`config.mk`:
```
export PLATFORM = sky130hd
export DESIGN_NAME = gray_counter
export DESIGN_NICKNAME = d
export VERILOG_FILES = /design/src/rtl/gray_pkg.sv /design/src/rtl/gray_conv.sv /design/src/rtl/gray_counter.sv
export SDC_FILE = /design/constraint.sdc
export NUM_CORES = 1
export LEC_CHECK = 0
export ABC_AREA = 1
export BUFFER_PORTS_ARGS = -buffer_cell sky130_fd_sc_hd__buf_4
export CAP_MARGIN = 20
export CORE_AREA = 5 5 42 44
export DETAILED_ROUTE_END_ITERATION = 10
export DIE_AREA = 0 0 47 49
export SLEW_MARGIN = 15
export SYNTH_ARGS = -nofsm -noshare
export SYNTH_HDL_FRONTEND = slang
export SYNTH_HIERARCHICAL = 1
export SYNTH_SLANG_ARGS = --single-unit
```
`constraint.sdc`:
```
create_clock -name clk -period 1.94 [get_ports clk]
set_input_delay 0.388 -clock clk [delete_from_list [all_inputs] [get_ports clk]]
set_output_delay 0.388 -clock clk [all_outputs]
set_load 0.05 [all_outputs]
```
`src/rtl/gray_pkg.sv`:
```
// Shared Gray-code helpers and counter constants.
package gray_pkg;

  // Widest counter supported; helper functions work at this width.
  localparam int unsigned MAX_W = 16;

  // Values for the SATURATE parameter of gray_counter.
  localparam int unsigned MODE_WRAP = 0;
  localparam int unsigned MODE_SAT  = 1;

  // What the counter does on a given edge.
  typedef enum logic [1:0] {
    ActHold,
    ActLoad,
    ActStep,
    ActWrap
  } act_e;

  function automatic logic [MAX_W-1:0] bin2gray(input logic [MAX_W-1:0] x);
    return x ^ (x >> 1);
  endfunction

  // Prefix-XOR from the MSB down; zero-extended inputs decode correctly.
  function automatic logic [MAX_W-1:0] gray2bin(input logic [MAX_W-1:0] g);
    logic [MAX_W-1:0] b;
    b[MAX_W-1] = g[MAX_W-1];
    for (int i = MAX_W - 2; i >= 0; i--) begin
      b[i] = b[i+1] ^ g[i];
    end
    return b;
  endfunction

endpackage

```
`src/rtl/gray_conv.sv`:
```
// Combinational binary/Gray converter; TO_GRAY selects the direction.
module gray_conv
  import gray_pkg::*;
#(
  parameter int unsigned WIDTH   = 3,
  parameter bit          TO_GRAY = 1'b1
) (
  input  logic [WIDTH-1:0] data_i,
  output logic [WIDTH-1:0] data_o
);

  if (TO_GRAY) begin : g_to_gray
    assign data_o = WIDTH'(bin2gray(MAX_W'(data_i)));
  end else begin : g_to_bin
    assign data_o = WIDTH'(gray2bin(MAX_W'(data_i)));
  end

endmodule

```
`src/rtl/gray_counter.sv`:
```
// Registered Gray-code up/down counter with Gray-coded parallel load,
// wrap-or-saturate policy and terminal-count flags.
module gray_counter
  import gray_pkg::*;
#(
  parameter int unsigned WIDTH    = 3,
  parameter int unsigned SATURATE = MODE_WRAP
) (
  input  logic             clk,
  input  logic             rst,
  input  logic             en,
  input  logic             up,
  input  logic             load,
  input  logic [WIDTH-1:0] load_gray,
  output logic [WIDTH-1:0] gray_out,
  output logic [WIDTH-1:0] bin_out,
  output logic             tc,
  output logic             wrap
);

  localparam logic [WIDTH-1:0] MaxVal = {WIDTH{1'b1}};

  logic [WIDTH-1:0] bin_q, bin_d;
  logic [WIDTH-1:0] gray_q, gray_d;
  logic [WIDTH-1:0] load_bin;
  logic             wrap_q, wrap_d;
  logic             at_end;
  act_e             act;

  // Load path: decode the Gray-coded load value to binary.
  gray_conv #(
    .WIDTH   (WIDTH),
    .TO_GRAY (1'b0)
  ) u_load_conv (
    .data_i (load_gray),
    .data_o (load_bin)
  );

  // Output path: encode the next count so gray_q is registered with bin_q.
  gray_conv #(
    .WIDTH   (WIDTH),
    .TO_GRAY (1'b1)
  ) u_out_conv (
    .data_i (bin_d),
    .data_o (gray_d)
  );

  // Count sits at the end of the range for the current direction.
  assign at_end = up ? (bin_q == MaxVal) : (bin_q == '0);
  assign tc     = at_end;

  // Decide this edge's action; load beats en, saturation turns a wrap into a hold.
  always_comb begin
    act = ActHold;
    if (load) begin
      act = ActLoad;
    end else if (en) begin
      if (!at_end) begin
        act = ActStep;
      end else if (SATURATE == MODE_SAT) begin
        act = ActHold;
      end else begin
        act = ActWrap;
      end
    end
  end

  // Next binary count and wrap pulse from the chosen action.
  always_comb begin
    bin_d  = bin_q;
    wrap_d = 1'b0;
    unique case (act)
      ActLoad: bin_d = load_bin;
      ActStep: bin_d = up ? bin_q + WIDTH'(1) : bin_q - WIDTH'(1);
      ActWrap: begin
        bin_d  = up ? '0 : MaxVal;
        wrap_d = 1'b1;
      end
      default: bin_d = bin_q;
    endcase
  end

  // State registers, cleared immediately by reset.
  always_ff @(posedge clk or posedge rst) begin
    if (rst) begin
      bin_q  <= '0;
      gray_q <= '0;
      wrap_q <= 1'b0;
    end else begin
      bin_q  <= bin_d;
      gray_q <= gray_d;
      wrap_q <= wrap_d;
    end
  end

  assign bin_out  = bin_q;
  assign gray_out = gray_q;
  assign wrap     = wrap_q;

endmodule

```
==> run summary <==
status - finished clean
Synthesized Nets - 78
number of buffers added for setup after CTS - 0
die area - 2300 sq um
clock buffer depth - 2
Post-Synth Adder-Cell Area - 4.04%
Slew Viols, Final - 0
Total Routed Length - 929 um
synthesized area per cell - 7.18 sq um
Worst Setup Start Kind - register
YS warnings - 6
critical path class - register to register
root buffer cell - clkbuf_4
Synth top area share - 35.4%
hpwl dp - 755 um
global placer's final weighted congestion - 0.708
vias in the first global route - 407
Layout Skew - 3.09 ps
Min Hold Slack - 63.8 ps
Overall Global Routing Usage - 10.4%
Die Ht - 49 um
Final ANT Viol Nets - 0
core area - 1400 sq um
Final period util - 85.0%
Netlist Area Pre-Place - 495 sq um
largest net degree at the start of global routing - 8
final hold vios - 0
Hold Crit Class - input pin to async pin
Die Wd - 47 um
XOR/XNOR Fraction of Synth Area - 0%
Req. time, crit path - 2080 ps
capturing element type of the critical path - register
Area contributors post-synth - dfrtp_1, nand2_1, inv_1, nand2_4, nor2_4
Worst Max-Slew Pin Slew - 246 ps
mux contribution to synthesized area - 0%
row cnt - 14
first-pass GRT wire length - 1660 um
GRT Residual Overflow - 0
Synth Register Bits - 7
Seq/Total Area, Yosys - 35.4%
cells after synthesis - 69
Starting Density - 35.4%
initial antenna violation count - 0
TritonCTS Sinks - 7
Slew headroom - 83.6%
Nets - 96
clock slew at reported path FFs - 50 ps
post-synthesis simple-gate area fraction - 44.4%
antenna cells - 0
cts repair resizes - 0
main combinational cell family by area after synthesis - simple AND/OR/NAND/NOR gates
most common cell in the netlist - nand2_1
Top FF cell, synth - dfrtp_1
Iter 0 DRT Violations - 7
WL per Instance - 9.11 um
boundary pin count - 16
Remaining DRCs - 0
worst-skew pair later-pin latency - 240 ps
Post-synth ARST share - 100%
H-tree levels - 1
pre-CTS setup slack - 263 ps
WP data arrival - 1780 ps
area leader, netlist - dfrtp_1
Synth Area in Compound Gates - 1.01%
TNS Setup - 0 ps
Post-synth top cells - nand2_1, inv_1, dfrtp_1
Hold Buf Count CTS - 0
input/output buffers - 15
Syn-to-layout area delta - 29.0%
crit-path max FO - 5
EDFF count, synth - 0
Final setup viols - 0
Vias/cell - 4.30
Final min period - 1650 ps
routed via count - 439
Unique masters post-synth - 15
layout cells sized above 1 - 33.7%
Max IR drop VDD - 288 uV
max cap viols - 0
PnR worst setup slack - 292 ps
max frequency - 0.607 GHz
leakage - 0.377 nW
router iterations before antenna repair - 2
RSZ-0062 raised after global routing - false
TritonCTS Buffers - 3
TritonCTS clock tree - done
Pwr Density - 935 nW/um^2
-- placed cells by master, fill, tap and decap left out --
master and instances:
nand3_1 2, nand3_4 1, nand2_2 2, nand3b_1 1, nand2_1 26, buf_4 15, nand2_4 2, inv_1 12
nor2_1 3, nand4_1 3, inv_2 4, clkbuf_4 3, a21oi_1 1, dfrtp_1 7, clkbuf_1 1, nor2_4 2
fa_1 1
-- worst max-delay path: stages (launching register included) --
cell and delay [ps]:
dfrtp_1 430, inv_1 100, fa_1 410, nand3b_1 160, nand2_1 70, nand2_1 50
nand4_1 150, inv_1 60, nand2_1 50, nand2_1 50
-- state kept, by name (all words and copies together) (netlist names) --
signal,flops
wrap,1
bin_out,3
gray_out,3
-- power breakdown --
group	internal [mW]	switching (mW)	leakage [nW]
Clock	0.0781	0.0477	0.0150
Sequential	0.172	0.0215	0.0867
Combinational	0.0857	0.193	0.275
-- layout make-up --
cell class                      count  area, sq um
Tap cell                           16         20.0
Fill cell                         159          762
Clock buffer                        4         26.3
Timing Repair Buffer               15          113
Sequential cell                     7          175
Multi-Input combinational cell     44          245
Inverter                           16         60.1
-- through the flow --
step / std cells / power [mW] / utilization, % / area, sq um
after detailed placement: 98 / 0.477 / 43.8 / 613
after CTS: 102 / 0.609 / 45.6 / 639
final: 102 / 0.598 / 45.6 / 639
after global routing: 102 / 0.648 / 45.6 / 639
after floorplan: 69 / 0.398 / - / 495
after global placement: 98 / 0.476 / 43.8 / 613
-- per-layer routing --
| metal | GRT usage [%] | share of wire [%] |
|---|---|---|
| met4 | 8.29 | 0 |
| met2 | 14.5 | 52 |
| met3 | 3.69 | 3.7 |
| met5 | 0 | 0 |
| met1 | 12.4 | 44 |
-- path summary, 6_finish.rpt --
path | start | end | slack, ps | depth (start not counted)
worst max-delay path | bin_out[0] | gray_out[1] | 290 | 9
min in group clk | load | wrap | 470 | 4
max in group asynchronous | rst | bin_out[1] | 1680 | 2
worst min-delay path | rst | gray_out[2] | 60 | 2
worst min register to register | bin_out[0] | bin_out[0] | 680 | 2
worst max register to register | bin_out[0] | gray_out[1] | 290 | 9
-- cell families after synthesis --
logic type,count (synthesis)
and+or+nand+nor,42
adders and majority gates,1
buffers and inverters,18
DFF,7
AOI/OAI and AO/OA,1
Power figures use the tool's default switching activity.
